## src/rtl/gcd_datapath_if.sv

```systemverilog
// Bundle of handshake, control and status signals between GCD control and datapath.
// Latency: none; wires only.
// Backpressure: carries in_valid/in_ready and out_valid/out_ready. The endpoints implement them.
//
// Modports:
//   master : control/environment side. Drives operands, control strobes and out_ready.
//   slave  : datapath side. Drives in_ready, flags, result and status.
interface gcd_datapath_if #(
    parameter int WIDTH = 8,
    parameter int CW    = 8
);
    // operand input handshake
    logic             in_valid;
    logic             in_ready;
    logic [WIDTH-1:0] x_in;
    logic [WIDTH-1:0] y_in;

    // control strobes from the FSM
    logic             x_load;
    logic             y_load;
    logic             x_sel;
    logic             y_sel;
    logic             gcd_load;

    // status back to the FSM
    logic             eq_flag;
    logic             if_flag;

    // result output handshake
    logic [WIDTH-1:0] gcd_out;
    logic [CW-1:0]    iter_out;
    logic             out_valid;
    logic             out_ready;

    // error status
    logic             zero_err;
    logic             ovf_err;

    modport master (
        output in_valid, x_in, y_in,
        output x_load, y_load, x_sel, y_sel, gcd_load,
        output out_ready,
        input  in_ready, eq_flag, if_flag,
        input  gcd_out, iter_out, out_valid,
        input  zero_err, ovf_err
    );

    modport slave (
        input  in_valid, x_in, y_in,
        input  x_load, y_load, x_sel, y_sel, gcd_load,
        input  out_ready,
        output in_ready, eq_flag, if_flag,
        output gcd_out, iter_out, out_valid,
        output zero_err, ovf_err
    );
endinterface

```

## src/rtl/gcd_datapath.sv

```systemverilog
// Subtractive GCD datapath: pending operand buffer, x/y working registers and result register.
// Latency: input capture is 1 edge, operand load to flags is 1 edge, gcd_load to out_valid is 1 edge.
// Backpressure: in_ready drops while a pair is pending. An unread result that is overwritten sets sticky ovf_err.
//
// Ports:
//   clk   : rising-edge clock
//   reset : asynchronous active-low reset
//   bus   : gcd_datapath_if.slave
//           - in_valid/in_ready/x_in/y_in    : operand pair handshake
//           - x_load/y_load/x_sel/y_sel      : working register control
//           - gcd_load                       : result capture strobe
//           - eq_flag/if_flag                : x==y, x<y back to control
//           - gcd_out/iter_out/out_valid/out_ready : result handshake
//           - zero_err/ovf_err               : status
module gcd_datapath #(
    parameter int WIDTH = 8,
    parameter int CW    = 8
) (
    input  logic           clk,
    input  logic           reset,
    gcd_datapath_if.slave  bus
);

    // ------------------------------------------------------------------
    // State
    // ------------------------------------------------------------------
    logic [WIDTH-1:0] x_q;
    logic [WIDTH-1:0] y_q;
    logic [WIDTH-1:0] pend_x_q;
    logic [WIDTH-1:0] pend_y_q;
    logic             pend_full_q;
    logic [CW-1:0]    cnt_q;
    logic [WIDTH-1:0] gcd_q;
    logic [CW-1:0]    iter_q;
    logic             out_vld_q;
    logic             ovf_q;

    // ------------------------------------------------------------------
    // Control decode
    // ------------------------------------------------------------------
    logic x_opnd_ld;   // x <= pending X
    logic y_opnd_ld;   // y <= pending Y
    logic x_step;      // x <= x - y
    logic y_step;      // y <= y - x
    logic consume;     // both operands loaded together: buffer is drained
    logic capture;     // new pair accepted into the pending buffer
    logic cnt_sat;

    assign x_opnd_ld = bus.x_load & ~bus.x_sel;
    assign y_opnd_ld = bus.y_load & ~bus.y_sel;
    assign x_step    = bus.x_load &  bus.x_sel;
    assign y_step    = bus.y_load &  bus.y_sel;
    assign consume   = x_opnd_ld & y_opnd_ld;
    assign capture   = bus.in_valid & ~pend_full_q;
    assign cnt_sat   = (cnt_q == {CW{1'b1}});

    // ------------------------------------------------------------------
    // Pending operand buffer
    // ------------------------------------------------------------------
    // Capture is only possible while the buffer is empty. A consume in the
    // same cycle drains the old (stale) contents, and the capture then
    // refills it, so capture takes priority for pend_full.
    always_ff @(posedge clk or negedge reset) begin
        if (!reset) begin
            pend_x_q    <= '0;
            pend_y_q    <= '0;
            pend_full_q <= 1'b0;
        end else begin
            if (capture) begin
                pend_x_q    <= bus.x_in;
                pend_y_q    <= bus.y_in;
                pend_full_q <= 1'b1;
            end else if (consume) begin
                pend_full_q <= 1'b0;
            end
        end
    end

    assign bus.in_ready = ~pend_full_q;

    // ------------------------------------------------------------------
    // Working registers
    // ------------------------------------------------------------------
    // Both subtract steps read the pre-edge x/y, so a simultaneous x-step
    // and y-step behave like a parallel swap-subtract. Wrap-around is
    // intentional modular arithmetic. Control selects the legal direction.
    always_ff @(posedge clk or negedge reset) begin
        if (!reset) begin
            x_q <= '0;
            y_q <= '0;
        end else begin
            if (x_opnd_ld) begin
                x_q <= pend_x_q;
            end else if (x_step) begin
                x_q <= x_q - y_q;
            end

            if (y_opnd_ld) begin
                y_q <= pend_y_q;
            end else if (y_step) begin
                y_q <= y_q - x_q;
            end
        end
    end

    // ------------------------------------------------------------------
    // Iteration counter
    // ------------------------------------------------------------------
    // Any operand load restarts the count, even if the other register is
    // stepping in the same cycle. Otherwise each cycle with at least one
    // subtract step counts once, saturating at all-ones.
    always_ff @(posedge clk or negedge reset) begin
        if (!reset) begin
            cnt_q <= '0;
        end else begin
            if (x_opnd_ld | y_opnd_ld) begin
                cnt_q <= '0;
            end else if ((x_step | y_step) && !cnt_sat) begin
                cnt_q <= cnt_q + {{(CW-1){1'b0}}, 1'b1};
            end
        end
    end

    // ------------------------------------------------------------------
    // Result register
    // ------------------------------------------------------------------
    // gcd_load samples the pre-edge x and counter. Overwriting a result the
    // consumer has not taken this cycle marks ovf_err, which stays set until
    // reset. A load that coincides with a handshake just replaces the value.
    always_ff @(posedge clk or negedge reset) begin
        if (!reset) begin
            gcd_q     <= '0;
            iter_q    <= '0;
            out_vld_q <= 1'b0;
            ovf_q     <= 1'b0;
        end else begin
            if (bus.gcd_load) begin
                gcd_q     <= x_q;
                iter_q    <= cnt_q;
                out_vld_q <= 1'b1;
                if (out_vld_q && !bus.out_ready) begin
                    ovf_q <= 1'b1;
                end
            end else if (out_vld_q && bus.out_ready) begin
                out_vld_q <= 1'b0;
            end
        end
    end

    assign bus.gcd_out   = gcd_q;
    assign bus.iter_out  = iter_q;
    assign bus.out_valid = out_vld_q;
    assign bus.ovf_err   = ovf_q;

    // ------------------------------------------------------------------
    // Flags to control
    // ------------------------------------------------------------------
    // These are pure decodes of the working registers, so the FSM sees them
    // in the cycle after any load or step.
    assign bus.eq_flag  = (x_q == y_q);
    assign bus.if_flag  = (x_q <  y_q);
    assign bus.zero_err = (x_q == '0) || (y_q == '0);

endmodule
```

## src/flat_wrapper.sv

```systemverilog
// flat-port wrapper written by rule: the top's interface ports become plain ports
module gcd_datapath_flat 
#(
    parameter int WIDTH = 8,
    parameter int CW    = 8
)
  (clk, reset, bus_in_valid, bus_x_in, bus_y_in, bus_x_load, bus_y_load, bus_x_sel, bus_y_sel, bus_gcd_load, bus_out_ready, bus_in_ready, bus_eq_flag, bus_if_flag, bus_gcd_out, bus_iter_out, bus_out_valid, bus_zero_err, bus_ovf_err);
  gcd_datapath_if #(.WIDTH(WIDTH), .CW(CW)) bus_i ();
  input  logic clk;
  input  logic reset;
  input wire logic [$bits(bus_i.in_valid)-1:0] bus_in_valid;
  input wire logic [$bits(bus_i.x_in)-1:0] bus_x_in;
  input wire logic [$bits(bus_i.y_in)-1:0] bus_y_in;
  input wire logic [$bits(bus_i.x_load)-1:0] bus_x_load;
  input wire logic [$bits(bus_i.y_load)-1:0] bus_y_load;
  input wire logic [$bits(bus_i.x_sel)-1:0] bus_x_sel;
  input wire logic [$bits(bus_i.y_sel)-1:0] bus_y_sel;
  input wire logic [$bits(bus_i.gcd_load)-1:0] bus_gcd_load;
  input wire logic [$bits(bus_i.out_ready)-1:0] bus_out_ready;
  output wire logic [$bits(bus_i.in_ready)-1:0] bus_in_ready;
  output wire logic [$bits(bus_i.eq_flag)-1:0] bus_eq_flag;
  output wire logic [$bits(bus_i.if_flag)-1:0] bus_if_flag;
  output wire logic [$bits(bus_i.gcd_out)-1:0] bus_gcd_out;
  output wire logic [$bits(bus_i.iter_out)-1:0] bus_iter_out;
  output wire logic [$bits(bus_i.out_valid)-1:0] bus_out_valid;
  output wire logic [$bits(bus_i.zero_err)-1:0] bus_zero_err;
  output wire logic [$bits(bus_i.ovf_err)-1:0] bus_ovf_err;
  assign bus_i.in_valid = bus_in_valid;
  assign bus_i.x_in = bus_x_in;
  assign bus_i.y_in = bus_y_in;
  assign bus_i.x_load = bus_x_load;
  assign bus_i.y_load = bus_y_load;
  assign bus_i.x_sel = bus_x_sel;
  assign bus_i.y_sel = bus_y_sel;
  assign bus_i.gcd_load = bus_gcd_load;
  assign bus_i.out_ready = bus_out_ready;
  assign bus_in_ready = bus_i.in_ready;
  assign bus_eq_flag = bus_i.eq_flag;
  assign bus_if_flag = bus_i.if_flag;
  assign bus_gcd_out = bus_i.gcd_out;
  assign bus_iter_out = bus_i.iter_out;
  assign bus_out_valid = bus_i.out_valid;
  assign bus_zero_err = bus_i.zero_err;
  assign bus_ovf_err = bus_i.ovf_err;
  gcd_datapath #(.WIDTH(WIDTH), .CW(CW)) u_core (.clk(clk), .reset(reset), .bus(bus_i));
endmodule
```

## config.mk

```make
export PLATFORM = sky130hd
export DESIGN_NAME = gcd_datapath_flat
export DESIGN_NICKNAME = d
export VERILOG_FILES = /design/src/rtl/gcd_datapath_if.sv /design/src/rtl/gcd_datapath.sv /design/src/flat_wrapper.sv
export SDC_FILE = /design/constraint.sdc
export NUM_CORES = 1
export LEC_CHECK = 0
export ABC_AREA = 1
export BUFFER_PORTS_ARGS = -buffer_cell sky130_fd_sc_hd__buf_2
export CORE_AREA = 4 4 102 104
export DETAILED_ROUTE_END_ITERATION = 10
export DIE_AREA = 0 0 106 108
export HOLD_SLACK_MARGIN = 0.02
export PLACE_DENSITY = 0.53
export SLEW_MARGIN = 20
export SYNTH_ARGS = -nofsm -noshare
export SYNTH_HDL_FRONTEND = slang
export SYNTH_SLANG_ARGS = --single-unit
```

## constraint.sdc

```tcl
create_clock -name clk -period 1.75 [get_ports clk]
set_input_delay 0 -clock clk [delete_from_list [all_inputs] [get_ports clk]]
set_output_delay 0 -clock clk [all_outputs]
set_load 0.1 [all_outputs]
```

==> flow_summary.json, run 1 <==
{
  "p_leak_nw": 2.18,
  "powerDensity_nw_per_um2": 1990,
  "path_class": "reg2out",
  "syn_area_um2": 3270,
  "post_synth_num_cell_types": 33,
  "drt.antenna.violating_nets": 0,
  "yosysSeqAreaShare_pct": 45.2,
  "clockBufferDepth": 2,
  "avgSynthCellArea_um2": 8.55,
  "grt_pass1_vias": 2827,
  "slew_headroom_pct": 50.1,
  "numCtsBuffers": 9,
  "fillers": 988,
  "fmax_ghz": 0.557,
  "start_kind": "flop",
  "mostFrequentLayoutCells": "nand2_1 (110), dfrtp_1 (57), inv_1 (49), buf_2 (43), o21ai_0 (26)",
  "place_hpwl_um": 5990,
  "routedWlPerCell_um": 13.2,
  "die_y_um": 108,
  "dr_total_vias": 2741,
  "endpoint_kind": "primary output",
  "fin_hold_ws_ps": 37.1,
  "dr.first_iter.drc_count": 86,
  "drive_above_1_share_pct": 29.5,
  "worst_pin_slew_ps": 748,
  "viasPerCell": 4.52,
  "fin_nets": 512,
  "row_count": 36,
  "rsz0062_at_grt": "yes",
  "final_common_cell": "nand2_1",
  "fin_skew_ps": 4.47,
  "setup_viol": 1,
  "path_cells": "ha_4, fa_2, o21ai_2, buf_6, a21oi_4, buf_12",
  "ys_warn_count": 0,
  "crit_arrival_ps": 1800,
  "finalHoldViolations": 0,
  "synth_nets": 425,
  "period_share_pct": 103,
  "syn_to_final_growth_pct": 33.1,
  "cp_slowest_cell": "dfrtp_1",
  "ys_ff_latch": 59,
  "cts_sinks": 59,
  "pre_cts_ws_ps": 55.1,
  "maxCapViolCount": 0,
  "numPortBuffers": 46,
  "holdCritPathClass": "in2reg",
  "gr-total-overflow": 0,
  "cts_root_buf": "clkbuf_8",
  "ir_worst_vdd_mv": 1.60,
  "crit_required_ps": 1750,
  "finalCoreUtilization_pct": 45.5,
  "drt-pass1-iter-count": 4,
  "synth_cells": 382,
  "grt_max_degree": 60,
  "path_max_fanout": 2,
  "gp_congestion": 0.889,
  "violations": "setup timing",
  "clk_pin_slew_worst_paths_ps": 70,
  "initial_core_util_pct": 34.2,
  "drc": 0,
  "drv_slew": 0,
  "track_usage_pct": 15.2,
  "die_area_um2": 11400,
  "antenna_found_initial": 0,
  "fin_crit_ps": 1800,
  "htree_num_levels": 3,
  "routed_wl_um": 8040,
  "status": "finished with violations",
  "cts_tree": "built",
  "grt_pass1_wl_um": 13800,
  "cpPeakStageDelay_ps": 410,
  "clock_latency_ps": 340,
  "ioPinCount": 47,
  "layout_setup_ws_ps": -46.4,
  "n_antenna_cell": 0,
  "fin_total_pwr_w": 0.00867,
  "core_area_um2": 9550,
  "die_w_um": 106
}
## area by class of cell
cell class / count / area, µm² / share of cell area [%]
multi-input cells: 253 / 1640 / 37.7
flip-flops and latches: 59 / 1480 / 34.0
repair buffers: 84 / 612 / 14.1
inverters: 62 / 249 / 5.73
well taps: 133 / 166 / 3.83
clock buffers: 12 / 155 / 3.57
clock inverters: 4 / 48.8 / 1.12
## state kept, by name, summed over array words and instances, names as in the netlist
name / flops
u_core.x_q: 8
u_core.bus.ovf_err: 1
u_core.cnt_q: 8
u_core.pend_full_q: 1
u_core.bus.gcd_out: 8
u_core.bus.out_valid: 1
u_core.bus.iter_out: 8
u_core.pend_x_q: 8
u_core.pend_y_q: 8
u_core.y_q: 8
## report_power, final
| group | switching (W) | internal [W] | leakage [nW] | total (W) |
|---|---|---|---|---|
| Sequential | 0.000294 | 0.00184 | 0.734 | 0.00213 |
| Clock | 0.000559 | 0.000734 | 0.106 | 0.00129 |
| Combinational | 0.00325 | 0.00199 | 1.34 | 0.00524 |
| Total | 0.00411 | 0.00456 | 2.18 | 0.00867 |
## layer usage
metal | wire (µm) | global-route usage, % | share of wire (%) | up-vias
met5 | 0 | 0 | 0 | -
met4 | 134 | 4.81 | 1.7 | 0
met3 | 220 | 3.16 | 2.7 | 11
met2 | 3800 | 25.0 | 47 | 33
met1 | 3890 | 20.1 | 48 | 1299
li1 | - | - | - | 1398
## per-stage QoR
step,setup TNS (ps),std cells,cell area [µm²]
after floorplan,-56.3,382,3300
after global placement,0,566,3770
after detailed placement,0,566,3770
after CTS,-49.6,605,4290
after global routing,-184,607,4350
final,-46.4,607,4350
## Yosys cell counts (all sizes together)
cell / instances / share of area, %
a21oi: 10 / 1.8
buf: 7 / 1.5
clkbuf: 1 / 0.11
dfrtp: 59 / 45
fa: 2 / 1.2
ha: 16 / 6.1
inv: 62 / 7.5
mux2: 16 / 5.5
nand2: 117 / 15
nand3: 23 / 3.5
nand4: 8 / 1.5
nor2: 15 / 2.6
nor3: 1 / 0.15
o211ai: 1 / 0.23
o21ai: 28 / 4.3
o21bai: 2 / 0.46
o221ai: 6 / 1.6
o22ai: 1 / 0.19
o31ai: 1 / 0.23
xnor2: 1 / 0.27
xor2: 5 / 1.3
## critical path, delay by kind of cell (launching register included)
| family | cells | cell delay, ps |
|---|---|---|
| adder cells (fa/ha/maj) | 2 | 540 |
| flip-flops | 1 | 410 |
| buffers and inverters | 2 | 300 |
| AO/OA/AOI/OAI | 2 | 220 |
## path summary, 6_finish.rpt
path,startpoint,endpoint,slack (ps),cells past startpoint
worst max-delay path,u_core.y_q[0],bus_if_flag,-50,6
worst min-delay path,bus_y_sel,u_core.y_q[1],40,4
worst max register to register,u_core.y_q[0],u_core.x_q[4],20,9
worst min register to register,u_core.bus.iter_out[1],u_core.bus.iter_out[1],470,2
max in group asynchronous,reset,u_core.y_q[1],1280,3
min in group asynchronous,reset,u_core.pend_y_q[1],200,3
## logic make-up after synthesis
kind of cell | share of synthesized area, %
buffers and inverters | 9.15
DFF | 45.2
and+or+nand+nor | 22.4
adders and majority gates | 7.35
AOI/OAI and AO/OA | 8.77
muxes | 5.52
xor gates and xnor gates | 1.61
## what timing repair did
action | 4_1_cts | 5_1_grt
setup endpoints to repair | 3 | 8
gates cloned | 0 | 0
pin swaps | 3 | 5
hold buffers | 19 | 0
gates resized for setup | 18 | 13
endpoints found under the hold margin | 82 | 0
setup buffers | 4 | 2
Note: power is estimated with default switching activity, not from simulation.
==> run 2: changes to the inputs <==
--- a/config.mk
+++ b/config.mk
@@ -10,8 +10,9 @@
 export CORE_AREA = 4 4 102 104
 export DETAILED_ROUTE_END_ITERATION = 10
 export DIE_AREA = 0 0 106 108
-export HOLD_SLACK_MARGIN = 0.02
+export HOLD_SLACK_MARGIN = 0.03
 export PLACE_DENSITY = 0.53
+export RECOVER_POWER = 100
 export SLEW_MARGIN = 20
 export SYNTH_ARGS = -nofsm -noshare
 export SYNTH_HDL_FRONTEND = slang
==> run 2 against run 1 <==
Against the previous run:
- the run still ends with setup timing left
- largest cell class unchanged
- critical path depth stayed put
- setup slack improved by 4.6 ps
- flip-flop and latch count is the same
- clock skew barely moved
- non-clock buffer count rose by 1
- worst hold slack about the same
==> flow_summary.json, run 2 (synthesis gave the netlist of run 1 again) <==
{
  "place_hpwl_um": 5990,
  "routed_wl_um": 8020,
  "finalHoldViolations": 0,
  "min_delay_path_depth": 4,
  "n_antenna_cell": 0,
  "drt-pass1-iter-count": 4,
  "multi_input_area_um2": 1600,
  "clkPwrFrac_pct": 15.0,
  "crit_required_ps": 1750,
  "viasPerCell": 4.54,
  "p_sw_share_pct": 47.5,
  "dr_total_vias": 2762,
  "cts_tree": "built",
  "cp_num_buf_inv": 2,
  "r2r_slack_ps": 20,
  "r2r_cells": 9,
  "p_int_w": 0.00451,
  "htree_num_levels": 3,
  "holdCritPathClass": "in2reg",
  "maxCapViolCount": 0,
  "cts_root_buf": "clkbuf_8",
  "finalCoreUtilization_pct": 45.1,
  "hp-start": "bus_y_sel",
  "clockBufferDepth": 2,
  "p_leak_nw": 2.16,
  "violations": "setup timing",
  "drt.antenna.violating_nets": 0,
  "grt_pass1_wl_um": 13700,
  "grt_pass1_vias": 2821,
  "clk_pin_slew_worst_paths_ps": 70,
  "status": "finished with violations",
  "powerDensity_nw_per_um2": 2000,
  "mostFrequentLayoutCells": "nand2_1 (111), dfrtp_1 (57), inv_1 (52), o21ai_0 (26)",
  "combPwrFrac_pct": 60.3,
  "row_count": 36,
  "drc": 0,
  "fin_total_pwr_w": 0.00860,
  "final_cells": 608,
  "start_kind": "flop",
  "fin_nets": 513,
  "die_w_um": 106,
  "drive_above_1_share_pct": 28.0,
  "cpPeakStageDelay_ps": 410,
  "layout_setup_ws_ps": -41.9,
  "dr.first_iter.drc_count": 96,
  "path_class": "reg2out",
  "die_area_um2": 11400,
  "gr-total-overflow": 0,
  "worstHoldEndpoint": "u_core.y_q[1]",
  "worstReg2RegStart": "u_core.y_q[0]",
  "syn_to_final_growth_pct": 31.7,
  "fmax_ghz": 0.558,
  "setup_viol": 1,
  "ioPinCount": 47,
  "fillers": 992,
  "clock_latency_ps": 330,
  "fin_crit_ps": 1790,
  "numCtsBuffers": 9,
  "pre_cts_ws_ps": 55.1,
  "endpoint_kind": "primary output",
  "die_y_um": 108,
  "grt_max_degree": 60,
  "track_usage_pct": 15.2,
  "r2r_end": "u_core.x_q[4]",
  "drv_slew": 0,
  "path_max_fanout": 2,
  "path_cells": "ha_4, fa_2, o21ai_2, buf_6, a21oi_4, buf_12",
  "critPathTopFamily": "adder cells",
  "place_inst": 566,
  "final_common_cell": "nand2_1",
  "fin_hold_ws_ps": 36.9,
  "initial_core_util_pct": 34.2,
  "fin_skew_ps": 4.52,
  "routedWlPerCell_um": 13.2,
  "cp_slowest_cell": "dfrtp_1",
  "antenna_found_initial": 0,
  "net-switching-power_w": 0.00408,
  "rsz0062_at_grt": "yes",
  "worst_pin_slew_ps": 828,
  "cts_sinks": 59,
  "numPortBuffers": 46,
  "core_area_um2": 9550,
  "power_frac_seq_pct": 24.7,
  "period_share_pct": 102,
  "ir_worst_vdd_mv": 1.60,
  "regArea_um2": 1480,
  "crit_arrival_ps": 1790,
  "gp_congestion": 0.889,
  "slew_headroom_pct": 44.8
}
## run 2: cell count changes in the layout (fill, tap and decap cells not counted), sizes merged
cell         change
clkbuf          +22
dlygate4sd3      +1
buf             -22
## run 2: through the flow
stage	instance area, µm²	TNS (ps)
5_1_grt	4300	-515
3_5_place_dp	3770	0
6_report	4300	-41.9
4_1_cts	4300	-49.6
3_3_place_gp	3770	0
2_1_floorplan	3300	-56.3
## run 2: cell type report
class	count	share of cell area (%)
Multi-Input combinational cell	253	37.2
Sequential cell	59	34.4
Timing Repair Buffer	85	14.1
Inverter	62	5.67
Tap cell	133	3.87
Clock buffer	12	3.61
Clock inverter	4	1.13
## run 2: timing repair
action,in CTS,in global routing
hold buffers,20,0
pin swaps,3,5
gates resized for setup,18,13
endpoints found under the hold margin,83,0
endpoints found under the setup margin,3,8
buffers inserted,4,2
## run 2: power groups by stage
| stage | Clock (W) | Sequential, W | Combinational [W] |
|---|---|---|---|
| 2_1_floorplan | 0 | 0.00265 | 0.00279 |
| 3_3_place_gp | 0 | 0.00211 | 0.00449 |
| 3_5_place_dp | 0 | 0.00212 | 0.00450 |
| 4_1_cts | 0.00133 | 0.00212 | 0.00500 |
| 5_1_grt | 0.00139 | 0.00218 | 0.00571 |
| 6_report | 0.00129 | 0.00213 | 0.00518 |
## run 2: worst max path at each step
stage	cells past startpoint	start	endpoint
2_1_floorplan	7	u_core.y_q[2]	bus_eq_flag
3_3_place_gp	6	u_core.y_q[0]	bus_if_flag
3_5_place_dp	6	u_core.y_q[0]	bus_if_flag
4_1_cts	6	u_core.y_q[0]	bus_if_flag
5_1_grt	6	u_core.y_q[0]	bus_if_flag
6_report	6	u_core.y_q[0]	bus_if_flag
## run 2: routing by layer
metal | up-vias | track usage [%] | routed length, µm
met3 | 11 | 3.16 | 266
met4 | 0 | 4.81 | 138
met2 | 42 | 25.0 | 3870
met5 | - | 0 | 0
met1 | 1312 | 20.1 | 3750
li1 | 1397 | - | -
## run 2: worst min-delay path, stage by stage
cell	delay [ps]
buf_2	110
nor2_4	70
nand2_1	50
o221ai_1	90
==> run 3: changes to the inputs <==
--- a/config.mk
+++ b/config.mk
@@ -6,7 +6,7 @@
 export NUM_CORES = 1
 export LEC_CHECK = 0
 export ABC_AREA = 1
-export BUFFER_PORTS_ARGS = -buffer_cell sky130_fd_sc_hd__buf_2
+export BUFFER_PORTS_ARGS = -buffer_cell sky130_fd_sc_hd__buf_4
 export CORE_AREA = 4 4 102 104
 export DETAILED_ROUTE_END_ITERATION = 10
 export DIE_AREA = 0 0 106 108
==> run 3 against run 2 <==
Against the previous run:
- the run still ends with setup timing left
- worst hold slack gained 350 ps
- clock skew rose by 1.7 ps
- routed wire length increased by 1.6%
- total power rose by 0.27%
- count of clock-buffer cells in the layout decreased by 1
- global-route usage is 0.20 points higher
- die area stayed put
- setup slack better by 24 ps
- flip-flop and latch count did not move
- design area is 2.0% higher
- first-iteration DRC count grew 36%
- critical path type unchanged
- critical endpoint is now bus_eq_flag
==> flow_summary.json, run 3 (synthesis gave the netlist of run 1 again) <==
{
  "fin_skew_ps": 6.26,
  "hp-start": "bus_out_ready",
  "setup_tns_ps": -30.1,
  "fmax_ghz": 0.566,
  "multi_input_area_um2": 1590,
  "numPortBuffers": 46,
  "drv_slew": 0,
  "top_layer": "met4",
  "cts_tree": "built",
  "place_hpwl_um": 5980,
  "routed_wl_um": 8150,
  "drc": 0,
  "maxCapViolCount": 0,
  "path_max_fanout": 3,
  "period_share_pct": 101,
  "setup_viol": 2,
  "drive_above_1_share_pct": 27.3,
  "htree_num_levels": 3,
  "track_usage_pct": 15.4,
  "finalHoldViolations": 0,
  "ioPinCount": 47,
  "p_sw_share_pct": 46.8,
  "ir_worst_vdd_mv": 1.32,
  "clkPwrFrac_pct": 16.6,
  "antenna_found_initial": 0,
  "numCtsBuffers": 9,
  "fin_crit_ps": 1770,
  "regArea_um2": 1480,
  "mostFrequentLayoutCells": "nand2_1 (111), dfrtp_1 (57), inv_1 (51), buf_4 (35), o21ai_0 (26)",
  "row_count": 36,
  "cts_root_buf": "clkbuf_8",
  "r2r_end": "u_core.y_q[6]",
  "gp_congestion": 0.896,
  "grt_pass1_vias": 2808,
  "die_area_um2": 11400,
  "die_y_um": 108,
  "clk_pin_slew_worst_paths_ps": 70,
  "dr_total_vias": 2768,
  "cts_sinks": 59,
  "status": "finished with violations",
  "n_antenna_cell": 0,
  "path_class": "reg2out",
  "crit_arrival_ps": 1770,
  "syn_to_final_growth_pct": 34.3,
  "clockBufferDepth": 2,
  "crit_required_ps": 1750,
  "worstHoldEndpoint": "u_core.bus.ovf_err",
  "routedWlPerCell_um": 13.4,
  "drt-met1-wl_um": 3910,
  "endpoint_kind": "primary output",
  "slew_headroom_pct": 9.06,
  "violations": "setup timing",
  "die_w_um": 106,
  "fin_nets": 515,
  "p_leak_nw": 2.19,
  "drt-pass1-iter-count": 4,
  "start_kind": "flop",
  "dpl-instance-area_um2": 3820,
  "grt_max_degree": 60,
  "net-switching-power_w": 0.00403,
  "final_common_cell": "nand2_1",
  "worst_pin_slew_ps": 1360,
  "dr.first_iter.drc_count": 131,
  "viasPerCell": 4.55,
  "grt_pass1_wl_um": 13800,
  "powerDensity_nw_per_um2": 1970,
  "fin_hold_ws_ps": 387,
  "holdCritPathClass": "in2reg",
  "met2RoutedLength_um": 3840,
  "clock_latency_ps": 340,
  "rsz0062_at_grt": "yes",
  "min_delay_path_depth": 3,
  "p_int_w": 0.00459,
  "fin_total_pwr_w": 0.00862,
  "pre_cts_ws_ps": 108,
  "gr-total-overflow": 0,
  "core_area_um2": 9550,
  "drt.antenna.violating_nets": 0,
  "fillers": 978,
  "worstReg2RegStart": "u_core.y_q[0]",
  "power_frac_seq_pct": 24.9,
  "r2r_cells": 9,
  "dr_wl_met3_um": 266,
  "layout_setup_ws_ps": -17.5,
  "combPwrFrac_pct": 58.6,
  "r2r_slack_ps": 90,
  "initial_core_util_pct": 34.2,
  "post-route-cell-area_um2": 4390
}
[run 3: cell types whose count changed in the layout (fill, tap and decap cells not counted), moves of 2 or more]
cell / change
ha_2: +2
dlygate4sd3_1: +5
buf_2: -21
buf_4: +17
nand2_4: -2
[run 3: cell type report]
| cell class | count | share of cell area, % |
|---|---|---|
| clock inverters | 4 | 1.68 |
| clock buffers | 11 | 3.45 |
| flip-flops and latches | 59 | 33.7 |
| inverters | 62 | 5.50 |
| repair buffers | 87 | 15.7 |
| well taps | 133 | 3.79 |
| multi-input cells | 253 | 36.1 |
[run 3: worst max-delay path, stage by stage, from the launching register on]
cell	delay (ps)
dfrtp_1	360
inv_2	60
ha_1	320
nand2_2	90
inv_1	90
nand3_2	110
nor3_4	210
buf_12	200
[run 3: metal layers]
layer	global-route usage [%]	vias up
li1	-	1404
met1	20.6	1298
met2	24.9	56
met3	2.57	10
met4	6.01	0
met5	0	-
[run 3: worst max path at each step]
stage	cells after the start	slack, ps	from	to
finish	7	-20	u_core.y_q[2]	bus_eq_flag
global route	7	-110	u_core.x_q[0]	bus_if_flag
CTS	6	-50	u_core.y_q[0]	bus_if_flag
detailed placement	6	110	u_core.y_q[5]	bus_if_flag
global placement	7	100	u_core.y_q[0]	u_core.x_q[4]
floorplan	7	-60	u_core.y_q[2]	bus_eq_flag
[run 3: timing repair]
item / CTS / global route
buffers inserted: 5 / 3
hold endpoints to repair: 93 / 0
gates cloned: 0 / 0
resized for setup: 22 / 10
endpoints found under the setup margin: 2 / 6
pin swaps: 5 / 4
hold buffers: 25 / 0
[run 3: power groups by stage]
stage	clock, W	combinational (W)	sequential, W
floorplan	0	0.00279	0.00265
finish	0.00143	0.00505	0.00214
CTS	0.00147	0.00498	0.00215
global route	0.00154	0.00553	0.00220
detailed placement	0	0.00446	0.00214
global placement	0	0.00447	0.00212
[run 3: metrics by stage]
step | instances | util, %
2_1_floorplan | 382 | -
3_3_place_gp | 561 | 40.0
4_1_cts | 606 | 46.5
5_1_grt | 609 | 46.0
6_report | 609 | 46.0
3_5_place_dp | 561 | 40.0
